==> config.mk <==
export PLATFORM = sky130hd
export DESIGN_NAME = frame_buf_sched
export DESIGN_NICKNAME = d
export VERILOG_FILES = /design/src/rtl/frame_buf_sched.sv
export SDC_FILE = /design/constraint.sdc
export NUM_CORES = 1
export LEC_CHECK = 0
export CORE_MARGIN = 3
export CORE_UTILIZATION = 40
export CTS_BUF_LIST = sky130_fd_sc_hd__clkbuf_8 sky130_fd_sc_hd__clkbuf_16
export DETAILED_ROUTE_END_ITERATION = 10
export PLACE_DENSITY = 0.68
export SETUP_SLACK_MARGIN = 0.15
export SYNTH_ARGS = -nofsm -noshare
export SYNTH_HDL_FRONTEND = slang
export SYNTH_SLANG_ARGS = --single-unit
export TNS_END_PERCENT = 1
==> constraint.sdc <==
create_clock -name Clk -period 2.3 [get_ports Clk]
set_input_delay 0.23 -clock Clk [delete_from_list [all_inputs] [get_ports Clk]]
set_output_delay 0.23 -clock Clk [all_outputs]
set_load 0.1 [all_outputs]
==> src/rtl/frame_buf_sched.sv <==
`default_nettype none
// ============================================================================
// Module   : frame_buf_sched
// Purpose  : Ping-pong display buffer scheduler: scan counters, front/back
//            swap at frame boundaries, one-hot Bigmux selects, read address.
// Revision : 1.0 - initial release
// ============================================================================
module frame_buf_sched #(
  parameter int H_ACTIVE = 4,
  parameter int H_BLANK  = 2,
  parameter int V_ACTIVE = 3,
  parameter int V_BLANK  = 1,
  parameter int AW       = 4
) (
  input  logic          Clk,
  input  logic          Reset_n,
  input  logic          Enable,
  input  logic          WrDone,
  output logic          WrBuf,
  output logic          BufRelease,
  output logic          SelBuf0,
  output logic          SelBuf1,
  output logic          SelBlank,
  output logic [AW-1:0] RdAddr,
  output logic          FrameStart,
  output logic          Overrun,
  output logic [7:0]    RepeatCnt
);

  localparam int H_TOTAL = H_ACTIVE + H_BLANK;
  localparam int V_TOTAL = V_ACTIVE + V_BLANK;
  localparam int HW      = (H_TOTAL > 1) ? $clog2(H_TOTAL) : 1;
  localparam int VW      = (V_TOTAL > 1) ? $clog2(V_TOTAL) : 1;

  localparam logic [HW-1:0] H_LAST  = HW'(H_TOTAL - 1);
  localparam logic [VW-1:0] V_LAST  = VW'(V_TOTAL - 1);
  localparam logic [HW-1:0] H_ACT_C = HW'(H_ACTIVE);
  localparam logic [VW-1:0] V_ACT_C = VW'(V_ACTIVE);

  typedef enum logic [0:0] {S_IDLE = 1'b0, S_RUN = 1'b1} state_t;

  state_t        state_q, state_d;
  logic [HW-1:0] hcnt_q, hcnt_d;
  logic [VW-1:0] vcnt_q, vcnt_d;
  logic          front_q, front_d;
  logic          wrbuf_q, wrbuf_d;
  logic          ready_q, ready_d;
  logic [7:0]    rep_q, rep_d;
  logic          rel_q, rel_d;
  logic          ovr_q, ovr_d;
  logic          sel0_q, sel0_d;
  logic          sel1_q, sel1_d;
  logic          blank_q, blank_d;
  logic          fs_q, fs_d;
  logic [AW-1:0] addr_q, addr_d;
  logic [AW-1:0] pix_q, pix_d;

  logic          w_ready;
  logic          w_frame_end;
  logic          w_active;
  logic          w_origin;
  logic [AW-1:0] w_base;

  assign w_ready     = ready_q | WrDone;
  assign w_frame_end = (hcnt_q == H_LAST) && (vcnt_q == V_LAST);

  always_comb begin
    state_d = state_q;
    hcnt_d  = hcnt_q;
    vcnt_d  = vcnt_q;
    front_d = front_q;
    wrbuf_d = wrbuf_q;
    ready_d = ready_q;
    rep_d   = rep_q;
    rel_d   = 1'b0;
    ovr_d   = WrDone & ready_q;

    case (state_q)
      S_IDLE: begin
        hcnt_d = '0;
        vcnt_d = '0;
        if (Enable && w_ready) begin
          state_d = S_RUN;
          front_d = wrbuf_q;
          wrbuf_d = front_q;
          ready_d = 1'b0;
          rel_d   = 1'b1;
        end else begin
          ready_d = w_ready;
        end
      end
      S_RUN: begin
        if (w_frame_end) begin
          hcnt_d = '0;
          vcnt_d = '0;
          // A WrDone landing on the frame-end cycle still makes this swap.
          if (w_ready) begin
            front_d = wrbuf_q;
            wrbuf_d = front_q;
            ready_d = 1'b0;
            rel_d   = 1'b1;
          end else if (rep_q != 8'hFF) begin
            rep_d = rep_q + 8'd1;
          end
          if (!Enable) begin
            state_d = S_IDLE;
          end
        end else begin
          ready_d = w_ready;
          if (hcnt_q == H_LAST) begin
            hcnt_d = '0;
            vcnt_d = vcnt_q + VW'(1);
          end else begin
            hcnt_d = hcnt_q + HW'(1);
          end
        end
      end
      default: state_d = S_IDLE;
    endcase
  end

  // Outputs are computed from the next scan position so they line up with it.
  assign w_origin = (hcnt_d == '0) && (vcnt_d == '0);
  assign w_active = (state_d == S_RUN) && (hcnt_d < H_ACT_C) && (vcnt_d < V_ACT_C);
  assign w_base   = ((state_d != S_RUN) || w_origin) ? '0 : pix_q;

  always_comb begin
    fs_d    = (state_d == S_RUN) && w_origin;
    sel0_d  = w_active & ~front_d;
    sel1_d  = w_active & front_d;
    blank_d = ~w_active;
    addr_d  = w_active ? w_base : '0;
    pix_d   = w_active ? (w_base + AW'(1)) : w_base;
  end

  always_ff @(posedge Clk or negedge Reset_n) begin
    if (!Reset_n) begin
      state_q <= S_IDLE;
      hcnt_q  <= '0;
      vcnt_q  <= '0;
      front_q <= 1'b0;
      wrbuf_q <= 1'b1;
      ready_q <= 1'b0;
      rep_q   <= '0;
      rel_q   <= 1'b0;
      ovr_q   <= 1'b0;
      sel0_q  <= 1'b0;
      sel1_q  <= 1'b0;
      blank_q <= 1'b1;
      fs_q    <= 1'b0;
      addr_q  <= '0;
      pix_q   <= '0;
    end else begin
      state_q <= state_d;
      hcnt_q  <= hcnt_d;
      vcnt_q  <= vcnt_d;
      front_q <= front_d;
      wrbuf_q <= wrbuf_d;
      ready_q <= ready_d;
      rep_q   <= rep_d;
      rel_q   <= rel_d;
      ovr_q   <= ovr_d;
      sel0_q  <= sel0_d;
      sel1_q  <= sel1_d;
      blank_q <= blank_d;
      fs_q    <= fs_d;
      addr_q  <= addr_d;
      pix_q   <= pix_d;
    end
  end

  assign WrBuf      = wrbuf_q;
  assign BufRelease = rel_q;
  assign SelBuf0    = sel0_q;
  assign SelBuf1    = sel1_q;
  assign SelBlank   = blank_q;
  assign RdAddr     = addr_q;
  assign FrameStart = fs_q;
  assign Overrun    = ovr_q;
  assign RepeatCnt  = rep_q;

endmodule
`default_nettype wire

Word-level counts from Yosys, hierarchy flattened
Cells that the tools add are included.
- reduce and logical (&&, ||, !) cells: 11
- muxes and demuxes: 28
- bitwise logic cells: 9
- magnitude comparators: 2
- add/sub/neg operators: 4
- equality and inequality tests: 7
- operators with widths (kind ; number):
    1-bit 2-to-1 mux ; 14
    4-bit 2-to-1 mux ; 3
    1-bit one-hot mux with 2 select lines ; 5
    8-bit by 1-bit adder with 8-bit output, second input constant ; 1
    8-bit != test, second input constant ; 1
    1-bit logical AND ; 6
    3-bit 2-to-1 mux ; 2
    3-bit one-hot mux with 2 select lines ; 1
    1-bit NOT ; 5
    4-bit by 1-bit adder with 4-bit output, second input constant ; 1
    2-bit 2-to-1 mux ; 2
    2-bit by 1-bit != test with 1-bit output, second input constant ; 2
    2-bit one-hot mux with 2 select lines ; 1
    4-bit AND reduction ; 1
    3-bit by 1-bit adder with 3-bit output, second input constant ; 1
    1-bit AND ; 3
    3-bit equality test, second input constant ; 1
    3-bit zero test ; 1
    3-bit less-than comparator, second input constant ; 1
    3-bit != test, second input constant ; 1
    3-bit AND reduction ; 1
    2-bit by 1-bit adder with 2-bit output, second input constant ; 1
    2-bit equality test, second input constant ; 1
    2-bit zero test ; 1
    other kinds (4) ; 4
- bits of input ports: 4
- output and inout bits: 19
- bits in registers: 31

Depth between registers and ports, before layout
- word-level depth: 10
- depth in mapped cells: 8

Worst setup path after synthesis
Ideal clock, no wire load.
- path type: register to register
- from: register vcnt_q[0]
- to: register pix_q[2]
- library setup time: 0.133 ns
- path buffers: 0
- arrival: 2.194 ns
- stages on the path, launching flop included: 9
- slack: -0.027 ns
- clock period less this slack: 2.327 ns
- cell sequence: dfrtp_1 ha_1 or3b_1 a41oi_1 or2_4 and2_1 ha_1 nor4b_1 xnor2_1
- longest elaborated chain between the ends: 10
- elaborated cells on any way between the ends: 22
- those cells by class: 2 x add/sub; 2 x order compare; 1 x eq/ne; 9 x mux; 1 x bitwise; 7 x reduce/logical
- ends and longest elaborated chain (element ; line ; RTL):
    start: declaration ; 44 ; logic [VW-1:0] vcnt_q, vcnt_d;
    start signal: assignment ; 156 ; vcnt_q <= vcnt_d;
    2-bit by 1-bit adder with 2-bit output or 2-bit equality test (tied branches) ; 112, 65 ;
    2-bit 2-to-1 mux or 1-bit logical AND (tied branches) ; 110, 65 ;
    2-bit 2-to-1 mux or 3-bit 2-to-1 mux (tied branches) ; 93 ; if (w_frame_end) begin
    2-bit one-hot mux with 2 select lines or 3-bit one-hot mux with 2 select lines (tied branches) ; 78 ; case (state_q)
    2-bit zero test or 3-bit zero test (tied branches) ; 123 ; assign w_origin = (hcnt_d == '0) && (vcnt_d == '0);
    1-bit logical AND ; 123 ;
    1-bit logical OR ; 125 ; assign w_base = ((state_d != S_RUN) || w_origin) ? '0 : pix_q;
    4-bit 2-to-1 mux ; 125 ;
    4-bit by 1-bit adder with 4-bit output ; 133 ; pix_d = w_active ? (w_base + AW'(1)) : w_base;
    4-bit 2-to-1 mux * ; 133 ;
    net pix_d[2] ; 56 ; logic [AW-1:0] pix_q, pix_d;
    end signal: assignment ; 168 ; pix_q <= pix_d;
    end: declaration ; 56 ;
The timed path passes the listed nets; every way through them passes the cells marked *.
A chain may end at the register's enable or synchronous reset.

Worst setup path after layout
Same ends and word-level chain as after synthesis.

==> metrics <==
1st-iter DRT viols 89; Hold Fails Final Rpt 0; Avg WL per Cell 14.7 um; top-area cell type share of the netlist area 49.9%; reg2reg start vcnt_q[0]$_DFF_PN0_; clock slew at reported path FFs 0.07 ns; Remaining Overflow, GRT 0; std cell rows 21; Distinct cells, synth 43; Comb pwr share 53.9%; most frequent cell after synthesis dfrtp_1; Yosys reg bits 31; number of port buffers 22; critical path launch point type register; max_slew headroom 68.7%; clock latency on the worst-skew pair 0.28 ns; register area share after synthesis 53.5%; Final Setup Violations 0; DRT Wirelength 3120 um; Slew Viols, Final 0; top_reg_cell synth dfrtp_1; hold slack 0.342 ns; syn_area_per_cell 11.9 sq um; outcome finished clean; CTS root buffer clkbuf_8; dpl cell area 0.00171 sq mm; HP Class input port to async pin; vias in the first global route 1070; synth warn 0; starting density of the core 42.6%; Pint 1.49 mW; R2R cell count 8; first-pass GRT wire length 4920 um; Switching Share 44.0%; Final #Nets 173; IO Pins 23; max_cap viols 0; nature of the critical path endpoint register; Vias/cell 5.10; syn_nets 130; crit path launch vcnt_q[0]$_DFF_PN0_; post-layout minimum cycle time 2.11 ns; top cells by area, synth dfrtp_1 50%, dfstp_2 3.6%, xor2_1 3.6%, ha_1 3.4%, nand3_1 2.4%; Die ar. 0.00440 sq mm; Gate Count Post-Synth 122; RR Endpoint pix_q[2]$_DFF_PN0_; maximum VDD drop 0.605 mV; Mapped Area 0.00146 sq mm; P_leak 0.950 nW; Final ANT Viol Nets 0; power per cell area 1370 mW/mm^2; Net Switching 1.17 mW; Worst Clk Skew 0.00869 ns; initial antenna violation count 0; RSZ-0062 raised after global routing yes; largest net degree at the start of global routing 32; total power 2.66 mW; Sink Count 31; Least-Margin Pin Slew 0.457 ns; Max clock buf depth 2; DRC 0; critical path peak fanout 3; core area 0.00342 sq mm; Synth top cells by count 29 x dfrtp_1, 9 x nor2_1, 8 x nand2_1, 7 x nand3_1; Die Y 66.3 um; EDFF count, synth 0; Async SR Flop Fraction 100%; CTS Buf Count 5; fmax 473 MHz; first drt pass iteration count 6; via count 1082; P&R area growth vs syn 33.5%; sequential power share 29.9%; power share of the clock group 16.2%; area leader, netlist dfrtp_1; Req. time, crit path 2.51 ns; Setup TNS 0 ns; arrival time worst endpoint 2.32 ns; H-tree levels 2; HPWL Detailed 1980 um; crit path kind register to register; part of the cycle the worst path needs 91.9%; share of post-route cells with drive strength above 1 40.4%; Reg2Reg Setup Slack 0.19 ns; clock tree from TritonCTS yes; GP Congestion 0.812; post-layout instance area 0.00194 sq mm; Die Wd 66.3 um; diodes inserted 0; CP endpoint pix_q[2]$_DFF_PN0_; All-Layer GR Usage 15.2%
[cells by family after synthesis]
family / after synthesis / share of synthesized area (%)
multiplexers: 6 / 4.81
adder cells (fa/ha/maj): 4 / 3.44
flip-flops: 31 / 53.5
buffers and inverters: 10 / 4.30
XOR/XNOR: 8 / 4.82
AO/OA/AOI/OAI: 13 / 8.34
AND/OR/NAND/NOR: 50 / 20.8
[layout by cell type, fill, tap and decap left out, types with 3 or more instances in the layout]
cell             Yosys  final
mux2i_1              3      3
nand2_1              8      8
and3_1               3      3
nor2_1               9      9
dfrtp_1             29     29
nor3_1               4      4
xor2_1               6      6
inv_1                6      6
clkbuf_8             0      6
clkdlybuf4s50_1      0      3
buf_4                0     36
nand3_1              7      7
a21oi_1              3      3
[stage by stage]
stage | setup slack [ns] | cells | utilization (%)
after floorplan | 0.0760 | 122 | -
after global placement | 0.105 | 193 | 50.1
after detailed placement | -0.00113 | 193 | 50.1
after CTS | 0.169 | 205 | 54.2
after global routing | 0.123 | 212 | 56.9
final | 0.186 | 212 | 56.9
[worst max-delay path, stage by stage (launching register included)]
cell and delay, ns:
dfrtp_1 0.42, ha_4 0.28, or3b_4 0.37, a41oi_2 0.21
or2_4 0.16, and2_4 0.15, ha_4 0.11, nor4b_4 0.21
xnor2_1 0.14
[cell type report]
class | count | area, sq um
clock buffer | 6 | 82.6
clock inverter | 2 | 8.76
fill | 305 | 1470
inverter | 7 | 28.8
multi-input combinational | 81 | 687
sequential | 31 | 778
tap | 46 | 57.6
timing repair buffer | 39 | 300
[per-layer routing]
metal	part of all wire, %	GRT usage, %
met1	42	16.6
met2	52	26.1
met3	4.5	5.61
met4	1.3	6.60
met5	0	0
[power groups by stage]
stage                     Clock [mW]  Sequential, mW  Combinational, mW
after floorplan                    0            1.19              0.499
after global placement             0           0.789               1.12
after detailed placement           0           0.795               1.14
after CTS                      0.439           0.777               1.24
after global routing           0.467           0.810               1.52
final                          0.431           0.797               1.44
[worst min path at each step]
stage	start	endpoint	slack, ns	depth (start not counted)
6_report	Reset_n	FrameStart$_DFF_PN0_	0.34	2
3_3_place_gp	RepeatCnt[6]$_DFFE_PN0P_	RepeatCnt[6]$_DFFE_PN0P_	0.48	1
3_5_place_dp	RepeatCnt[6]$_DFFE_PN0P_	RepeatCnt[6]$_DFFE_PN0P_	0.48	1
4_1_cts	Reset_n	pix_q[3]$_DFF_PN0_	0.36	2
2_1_floorplan	Reset_n	BufRelease$_DFF_PN0_	-0.07	0
5_1_grt	Reset_n	pix_q[1]$_DFF_PN0_	0.38	2
[state kept, by name, summed over array words and instances, names as in the netlist, 2 cells and up]
| name | count |
|---|---|
| RepeatCnt | 8 |
| RdAddr | 4 |
| pix_q | 4 |
| hcnt_q | 3 |
| vcnt_q | 2 |
[repair_timing]
action                     in CTS  in global routing
gates resized for setup         3                  8
setup endpoints to repair       2                  2
pin swaps                       1                  6
buffers inserted                4                  7
hold buffers                    0                  0
Power figures use the tool's default switching activity.
